**config.mk**
```make
export PLATFORM = sky130hd
export DESIGN_NAME = ncl_th_bank
export DESIGN_NICKNAME = d
export VERILOG_FILES = /design/src/rtl/ncl_pkg.sv /design/src/rtl/ncl_th_gate.sv /design/src/rtl/ncl_th_bank.sv
export SDC_FILE = /design/constraint.sdc
export NUM_CORES = 1
export LEC_CHECK = 0
export ABC_AREA = 1
export BUFFER_PORTS_ARGS = -buffer_cell sky130_fd_sc_hd__buf_2
export CORE_MARGIN = 5
export CORE_UTILIZATION = 46
export DETAILED_ROUTE_END_ITERATION = 8
export PLACE_DENSITY = 0.75
export SYNTH_ARGS = -nofsm -noshare
export SYNTH_HDL_FRONTEND = slang
export SYNTH_SLANG_ARGS = --single-unit
```
**constraint.sdc**
```tcl
create_clock -name clk -period 1.6 [get_ports clk]
set_input_delay 0 -clock clk [delete_from_list [all_inputs] [get_ports clk]]
set_output_delay 0 -clock clk [all_outputs]
set_load 0.05 [all_outputs]
```
**src/rtl/ncl_pkg.sv**
```systemverilog
// ncl_pkg: shared phase enum, weight field width and weighted-sum width helper for the NCL threshold bank
package ncl_pkg;
  typedef enum logic {EXP_DATA = 1'b0, EXP_NULL = 1'b1} phase_e;
  localparam int WGT_W = 4;
  localparam int MAX_IN = 64;
  function automatic int wsum_width(input logic [WGT_W*MAX_IN-1:0] wgt, input int n);
    int s;
    s = 0;
    for (int i = 0; i < n; i++) s += int'(wgt[WGT_W*i+:WGT_W]);
    return $clog2(s + 1);
  endfunction
endpackage

```
**src/rtl/ncl_th_gate.sv**
```systemverilog
// ncl_th_gate: one weighted threshold gate with hysteresis (set at threshold, clear on all-NULL, else hold)
module ncl_th_gate
  import ncl_pkg::*;
#(
  parameter int IN = 3,
  parameter int THR = 2,
  parameter logic [WGT_W*IN-1:0] WGT = {IN{4'd1}},
  parameter logic RST_VAL = 1'b0
) (
  input  logic          clk,
  input  logic          rst,
  input  logic [IN-1:0] in,
  output logic          out
);
  localparam int SW = wsum_width((WGT_W*MAX_IN)'(WGT), IN);
  logic [SW-1:0] sum;
  // weighted sum of the asserted inputs; width sized so it cannot overflow
  always_comb begin
    sum = '0;
    for (int i = 0; i < IN; i++) sum = sum + (in[i] ? SW'(WGT[WGT_W*i+:WGT_W]) : SW'(0));
  end
  // hysteresis: threshold reached sets, fully NULL inputs clear, anything in between holds
  always_ff @(posedge clk)
    out <= rst ? RST_VAL : (32'(sum) >= THR) ? 1'b1 : ~|in ? 1'b0 : out;
endmodule

```
**src/rtl/ncl_th_bank.sv**
```systemverilog
// ncl_th_bank: bank of CH NCL threshold gates with completion detect, DATA/NULL phase tracking and wavefront counter
// Optional NCL_MONO_CHECK_EN adds a sticky input monotonicity checker on port mono_err.
module ncl_th_bank
  import ncl_pkg::*;
#(
  parameter int CH = 4,
  parameter int IN = 3,
  parameter int THR = 2,
  parameter logic [WGT_W*IN-1:0] WGT = {IN{4'd1}},
  parameter logic [CH-1:0] RST_VAL = '0,
  parameter int CNT_W = 8
) (
  input  logic             clk,
  input  logic             rst,
  input  logic [CH*IN-1:0] in,
  output logic [CH-1:0]    out,
  output logic             all_data,
  output logic             all_null,
  output logic             phase,
  output logic [CNT_W-1:0] wave_cnt
`ifdef NCL_MONO_CHECK_EN
  , output logic           mono_err
`endif
);
  phase_e state, state_n;
  logic   wrap;
  for (genvar c = 0; c < CH; c++) begin : g_gate
    ncl_th_gate #(.IN(IN), .THR(THR), .WGT(WGT), .RST_VAL(RST_VAL[c])) u_gate (
      .clk(clk),
      .rst(rst),
      .in (in[c*IN+:IN]),
      .out(out[c])
    );
  end
  assign all_data = &out;
  assign all_null = ~|out;
  assign phase    = state;
  // phase transitions: a full DATA wavefront arms NULL, a full NULL wavefront completes one cycle
  always_comb begin
    wrap    = (state == EXP_NULL) && all_null;
    state_n = (state == EXP_DATA && all_data) ? EXP_NULL : wrap ? EXP_DATA : state;
  end
  // phase register and wrapping completed-cycle counter; reset-to-DATA banks start expecting NULL
  always_ff @(posedge clk)
    if (rst) begin
      state    <= |RST_VAL ? EXP_NULL : EXP_DATA;
      wave_cnt <= '0;
    end else begin
      state    <= state_n;
      wave_cnt <= wave_cnt + CNT_W'(wrap);
    end
`ifdef NCL_MONO_CHECK_EN
  logic [CH*IN-1:0] in_q;
  logic             viol;
  assign viol = (state == EXP_DATA) ? |(in_q & ~in) : |(~in_q & in);
  // inputs may only rise while expecting DATA and only fall while expecting NULL
  always_ff @(posedge clk)
    if (rst) begin
      in_q     <= '0;
      mono_err <= 1'b0;
    end else begin
      in_q     <= in;
      mono_err <= mono_err | viol;
    end
`endif
endmodule

```
; Word-level counts from Yosys, hierarchy flattened
; Cells that the tools add are included.
; Widths: inputs -> output; s select.
[totals]
regBits = 13
wordCells = 56
inputBits = 14
output_inout_bits = 15
[op_classes]
mux = 22
eq_ne = 4
order_cmp = 4
bitwise_logic = 1
n_reduce_logical = 10
n_addsub = 9
[ops]
columns = op, n
row1 = $mux 1, 22
row2 = $add 2x2->2, 8
row3 = $reduce_or 3->1, 4
row4 = $add 8x1->8, 1
row5 = $ge 2x2->1 const B, 4
row6 = $ne 2x1->1 const B, 4
row7 = $reduce_and 4->1, 1
row8 = $reduce_or 4->1, 1
row9 = $logic_and 1x1->1, 2
row10 = $reduce_bool 2->1, 1
row11 = $logic_not 1->1, 1
row12 = $not 1->1, 1

; Logic depth before layout (Yosys ltp)
; Gate-level depths: netlist (run 1).
[logic_depth]
depth_word = 5
mapped_depth = 10
ltp_nobuf = 10

; Cells and area by module
; A second synthesis (run 1) with hierarchy kept.
[hier_totals]
hier_cells = 93
hier_area_um2 = 666.9
[modules_own_cells]
columns = mod, area_each_um2, cells_per_inst, n_inst, seq_area_each_um2
row1 = ncl_th_bank, 421.7, 61, 1, 180.2
row2 = ncl_th_gate, 61.3, 8, 4, 20.0

; Least setup slack after synthesis (run 1)
; Ideal clock, no wire load.
[synth_path]
path_kind = reg2reg
startpoint = reg state (netlist: phase)
endpoint = reg wave_cnt[6]
stages_incl_launch_ff = 10
setup_slack_ps = -122
t_arrival_ps = 1608
setup_time_ps = 114
period_less_slack_ps = 1722
t_required_ps = 1486
path_buffers = 0
path_cell_list = dfxtp_1 -> nand4_1 -> inv_1 -> ha_1 -> ha_1 -> nand3_1 -> nor2_1 -> nand2_1 -> nand2_1 -> nor2_1
[synth_between]
elab_chain_cells = 2
[synth_rtl]
columns = item, line
row1 = start: declaration, ncl_th_bank.sv:25  ; phase_e state, state_n;
row2 = start signal: assignment, ncl_th_bank.sv:46  ; state <= |RST_VAL ? EXP_NULL : EXP_DATA;
row3 = start signal: assignment, ncl_th_bank.sv:49  ; state <= state_n;
row4 = $logic_and 1x1->1, ncl_th_bank.sv:40  ; wrap = (state == EXP_NULL) && all_null;
row5 = $add 8x1->8, ncl_th_bank.sv:50  ; wave_cnt <= wave_cnt + CNT_W'(wrap);
row6 = end signal: assignment, ncl_th_bank.sv:50
row7 = end: declaration, ncl_th_bank.sv:20  ; output logic [CNT_W-1:0] wave_cnt
; No other way between the ends.
; A chain may end at the register's enable or synchronous reset.

; Worst setup path after layout (run 1)
[layout_path]
startpoint = reg g_gate[3].u_gate.out
endpoint = reg wave_cnt[4]
[layout_between]
elab_chain_cells = 4
[layout_rtl]
columns = item, line
row1 = start: declaration, ncl_th_gate.sv:13  ; output logic out
row2 = start signal: assignment, ncl_th_gate.sv:24  ; out <= rst ? RST_VAL : (32'(sum) >= THR) ? 1'b1 : ~|in ? 1'b0 : out;
row3 = $reduce_or 4->1, ncl_th_bank.sv:36  ; assign all_null = ~|out;
row4 = $logic_not 1->1, ncl_th_bank.sv:36
row5 = $logic_and 1x1->1, ncl_th_bank.sv:40
row6 = $add 8x1->8, ncl_th_bank.sv:50
; No other way between the ends.

==> results of run 1 <==
-- cells by family after synthesis --
group | after synthesis
AO/OA/AOI/OAI | 17
adder cells (fa/ha/maj) | 10
buffers and inverters | 27
flip-flops | 13
AND/OR/NAND/NOR | 34
-- layout by cell type, fill, tap and decap left out, drive strengths merged --
| cell type | instances |
|---|---|
| ha | 10 |
| nor3 | 2 |
| o21ai | 6 |
| dlygate4sd3 | 1 |
| inv | 22 |
| nor2 | 15 |
| nand2 | 11 |
| nand3 | 4 |
| buf | 28 |
| dfxtp | 13 |
| clkbuf | 4 |
| nand4 | 1 |
| a21oi | 11 |
| nand3b | 1 |
-- worst min-delay path, stage by stage --
cell     delay (ps)
buf_2            80
a21oi_1          50
a21oi_1         120
-- synth_stat cells, drive strengths merged --
master,instances
inv,22
nor2,15
dfxtp,13
a21oi,11
nand2,11
ha,10
o21ai,6
buf,5
nand3,4
nor3,2
nand3b,1
nand4,1
-- area by class of cell --
cell class / count / area share [%]
sequential: 13 / 28.6
multi-input combinational: 61 / 40.9
timing repair buffer: 29 / 16.4
tap: 16 / 2.19
inverter: 22 / 9.03
clock buffer: 4 / 2.87
-- registers in the layout, summed over array words and instances (netlist names) --
register and count:
g_gate.u_gate.out 4, phase 1, wave_cnt 8
-- worst min-delay path by stage --
stage	slack [ps]	to	cells after the start	startpoint
detailed placement	290	g_gate[2].u_gate.out$_SDFFE_PP0P_	2	rst
finish	20	g_gate[0].u_gate.out$_SDFFE_PP0P_	3	in[2]
CTS	10	g_gate[0].u_gate.out$_SDFFE_PP0P_	3	in[2]
global placement	290	g_gate[2].u_gate.out$_SDFFE_PP0P_	3	in[8]
floorplan	180	g_gate[0].u_gate.out$_SDFFE_PP0P_	2	rst
global route	50	g_gate[2].u_gate.out$_SDFFE_PP0P_	3	in[8]
-- report_power, final --
part / internal [mW] / leakage (nW) / switching [mW]
clock network: 0.0968 / 0.0150 / 0.113
logic: 0.0426 / 0.367 / 0.0919
registers: 0.333 / 0.106 / 0.00881
total: 0.473 / 0.488 / 0.213
-- routing by layer --
metal  up-vias  GRT usage, %  share of wire (%)
li1        363             -                  -
met2        14          22.8                 52
met4         0          6.38                1.8
met5         -             0                  0
met3         2          2.07                4.2
met1       311          13.3                 42
-- stage by stage --
| stage | instance area, µm² | hold slack, ps | instances |
|---|---|---|---|
| 6_report | 915 | 16.2 | 145 |
| 3_5_place_dp | 871 | 287 | 140 |
| 2_1_floorplan | 752 | 184 | 101 |
| 5_1_grt | 915 | 52.9 | 145 |
| 4_1_cts | 907 | 10.2 | 145 |
| 3_3_place_gp | 871 | 289 | 140 |
-- repair_timing --
action | in CTS | in global routing
gates resized for setup | 0 | 3
hold endpoints to repair | 8 | 0
setup endpoints to repair | 0 | 2
hold buffers | 1 | 0
==> run metrics, run 1 <==
Nets about 150; initial antenna violation count 0; CP most frequent cell ha_2; Final GP Congestion slightly below 0.8; R2R setup slack about 120 ps; r2r worst-path depth 8; achievable clock frequency just under 700 MHz; Synth Net Count 125; min Tclk post-route between 1000 and 1500 ps; Die ar. 0.00254 mm²; total clock sinks 13; Leak slightly below 0.5 nW; startpoint type of the worst setup path register; DRT iter0 DRCs 3; core area 0.00152 mm²; share of cells above drive strength 1 a little under a third; Finish-stage setup viols 0; Critical Path Start g_gate[3].u_gate.out$_SDFFE_PP0P_; area of the multi-input gates 374 µm²; setup TNS 0 ps; syn_area_per_cell 7.43 µm²; Rows 14; Die Y 50.4 µm; DR vias/cell 4.76; largest net degree at the start of global routing 10; Worst Setup End Kind register; Layout area overhead 21.8%; synth top area cells dfxtp_1 (35%), ha_1 (17%), inv_1 (11%), a21oi_1 (7.3%), nor2_1 (6.5%); Compound-Gate Fraction of Synth Area 11.3%; Num CTS Buffers 3; Wirelength per Cell 10.3 µm; setup repair after global routing missed its margin no; largest family of logic cells by synthesized area simple AND/OR/NAND/NOR gates; crit-path max cell delay 350 ps; Port Buffers 28; Layout fillers about 140; peak supply drop 0.391 mV; CP arrival 1660 ps; Synth Area in Simple Gates 20.8%; Synth top area share 34.7%; max-slew violations 0; CTS tree yes; Core Util, Final 60.0%; Power Total around 0.69 mW; clk buf depth 2; Ant. Diodes 0; die span in x 50.4 µm; final hold vios 0; Clock Latency Late Sink 280 ps; Max Cap Violations 0; Crit Path Class reg2reg; Fin Clk Skew 5.40 ps; Post-Synth XOR/XNOR Area 0%; Setup Buffers After CTS 0; Yosys warnings 0; adder-cell share of the synthesized area 16.7%; worst flop-to-flop path startpoint g_gate[3].u_gate.out$_SDFFE_PP0P_; area leader, netlist dfxtp_1; Critical Path RT 1780 ps; Crit path depth 8; Buf+Inv Stages, Crit Path 1; status finished clean; worst reg2reg endpoint wave_cnt[4]$_SDFF_PP0_; pre-CTS setup slack 97.8 ps; worst slew pin tran 264 ps; Final HPWL DP 1.25 mm; sequential area share after synthesis between 30 and 40%; grt total ovfl 0; post-route ant nets 0; PD cells 750 mW/mm²; Starting Density 49.3%; Worst slew margin 82.5%; synthesized flop and latch total 13; mux cell area share after synthesis 0%; crit-path cells nor2_2 -> nand4_1 -> inv_1 -> ha_2 -> ha_2 -> nand2_1 -> o21ai_0 -> a21oi_1; sequential cell area around 260 µm²; Synth Cell Area ~750 µm²; DRC viols 0; Root Buffer clkbuf_4; min-delay worst type in2reg; CP Max Fanout 4; Crit path max-delay family adder cells; vias 690; min setup slack post-route between 100 and 150 ps; worst setup path endpoint wave_cnt[4]$_SDFF_PP0_; Synth Instances 101; first-pass GRT wire length approximately 2.5 mm; H-tree Lvls 1; io pins 29; Clk pin slew, worst setup/hold paths approximately 80 ps; Overall Global Routing Usage 12.4%; vias in the first global route 625; Slowest cell on crit path dfxtp_1; Tcrit/Tclk final 92.8%; Routed WL 1.49 mm; Cell variety after synth 16; Initial DRT Pass Iterations 3
No activity file was read; power rests on OpenSTA's default activity.
==> run 2: changes to the inputs <==
--- a/config.mk
+++ b/config.mk
@@ -11,6 +11,7 @@
 export CORE_UTILIZATION = 46
 export DETAILED_ROUTE_END_ITERATION = 8
 export PLACE_DENSITY = 0.75
+export SETUP_SLACK_MARGIN = 0.5
 export SYNTH_ARGS = -nofsm -noshare
 export SYNTH_HDL_FRONTEND = slang
 export SYNTH_SLANG_ARGS = --single-unit
==> run metrics, run 2 (synthesized netlist as in run 1, its figures left out) <==
Clock Latency Late Sink roughly 270 ps; Fin Clk Skew 2.20 ps; Overall Global Routing Usage around 14%; startpoint type of the worst setup path register; Switching Power ~0.21 mW; Port Buffers 28; max-slew violations 0; Combinational Power Share 23.0%; grt total ovfl 0; Nets 160; Num CTS Buffers 3; Buf+Inv Stages, Crit Path 1; Ant. Diodes 0; Slowest cell on crit path dfxtp_2; first-pass GRT wire length 2.91 mm; Root Buffer clkbuf_4; Final Instance Area 0.00105 mm²; post-route ant nets 0; setup TNS 0 ps; Initial DRT Pass Iterations 4; vias in the first global route ~710; pre-CTS setup slack 131 ps; Leak 0.529 nW; Wirelength per Cell 11.1 µm; Crit path depth 10; clk buf depth 2; status finished clean; io pins 29; internal power 0.492 mW; Biggest register wave_cnt; setup repair after global routing missed its margin yes; Critical Path RT between 1500 and 2000 ps; Rows 14; share of cells above drive strength 1 45.9%; worst slew pin tran 256 ps; hold-critical path depth 3; achievable clock frequency ~700 MHz; Layout area overhead 39.3%; peak supply drop 0.470 mV; sequential share of power 48.7%; min Tclk post-route 1420 ps; CP Max Fanout 3; PD cells between 600 and 700 mW/mm²; H-tree Lvls 1; Die ar. 0.00254 mm²; most common cell after layout, fill and taps aside buf_2; number of flip-flops in the largest register 8; Starting Density 49.3%; vias 730; total clock sinks 13; Crit path max-delay family simple AND/OR/NAND/NOR gates; r2r worst-path depth 10; largest net degree at the start of global routing 8; Clk pin slew, worst setup/hold paths 80 ps; Worst slew margin about 83%; DR vias/cell 4.83; crit-path cells nor2_4 -> nand4_1 -> inv_2 -> ha_4 -> ha_4 -> nand3_2 -> nor2_2 -> nand2_1 -> nand2_1 -> nor2_1; crit-path max cell delay 340 ps; Die Y roughly 50 µm; Routed WL 1.67 mm; CTS tree yes; initial antenna violation count 0; Worst Setup End Kind register; CP arrival 1600 ps; Final GP Congestion 0.786; DRC viols 0; final hold vios 0; dpl cell area slightly above 900 µm²; core area 0.00152 mm²; Max Cap Violations 0; min setup slack post-route 177 ps; DRT iter0 DRCs 4; commonest cells after routing, fill and taps aside buf_2 (26), inv_1 (16), nor2_1 (11), a21oi_1 (11), nand2_1 (10); Clk pwr share 28.2%; Sw Share 30.1%; min-delay worst type in2reg; die span in x 50.4 µm; Finish-stage setup viols 0; Crit Path Class reg2reg; Tcrit/Tclk final 88.9%; Final HPWL DP 1.28 mm
==> run 2: layer usage <==
layer / wire [µm] / track usage, % / part of all wire [%] / vias up
met5: 0 / 0 / 0 / -
met4: 47 / 6.81 / 2.8 / 0
met3: 84 / 2.37 / 5.0 / 6
met2: 842 / 24.5 / 50 / 21
met1: 696 / 16.9 / 42 / 323
li1: - / - / - / 380
==> run 2: cell type report <==
cell class                      count  area, µm²
Clock buffer                        4       26.3
Fill cell                         128        478
Inverter                           22       82.6
Multi-Input combinational cell     61        425
Sequential cell                    13        275
Tap cell                           16       20.0
Timing Repair Buffer               35        216
==> run 2: path summary, 6_finish.rpt <==
| kind | from | end | slack, ps |
|---|---|---|---|
| max reg2reg | g_gate[0].u_gate.out$_SDFFE_PP0P_ | wave_cnt[6]$_SDFF_PP0_ | 180 |
| min reg2reg | g_gate[2].u_gate.out$_SDFFE_PP0P_ | g_gate[2].u_gate.out$_SDFFE_PP0P_ | 490 |
| max | g_gate[0].u_gate.out$_SDFFE_PP0P_ | wave_cnt[6]$_SDFF_PP0_ | 180 |
| min | in[8] | g_gate[2].u_gate.out$_SDFFE_PP0P_ | 20 |
==> run 2: through the flow <==
step                std cells  utilization (%)  hold slack, ps  power [mW]
detailed placement        140             60.8             288       0.485
floorplan                 101                -             176       0.458
global route              151             68.6            32.7       0.744
CTS                       151             67.2            20.8       0.700
global placement          140             60.8             290       0.481
finish                    151             68.6            17.3       0.705
==> run 2: timing repair <==
action                     in CTS  in global routing
resized for setup              10                  7
setup endpoints to repair       9                 10
buffers inserted                4                  0
hold endpoints to repair        1                  0
pin swaps                       4                  2
hold buffers                    3                  0
==> run 2: worst register-to-register path: cells and delay by family, from the launching register on <==
kind,cells,cell delay [ps]
buf+inv,1,100
simple gates,7,610
flops,1,340
fa+ha+maj,2,290
==> run 2: power groups by stage <==
| stage | Combinational [mW] | Clock, mW | Sequential, mW |
|---|---|---|---|
| after CTS | 0.157 | 0.202 | 0.341 |
| after floorplan | 0.109 | 0 | 0.349 |
| after detailed placement | 0.136 | 0 | 0.349 |
| final | 0.162 | 0.199 | 0.343 |
| after global placement | 0.132 | 0 | 0.349 |
| after global routing | 0.178 | 0.221 | 0.345 |
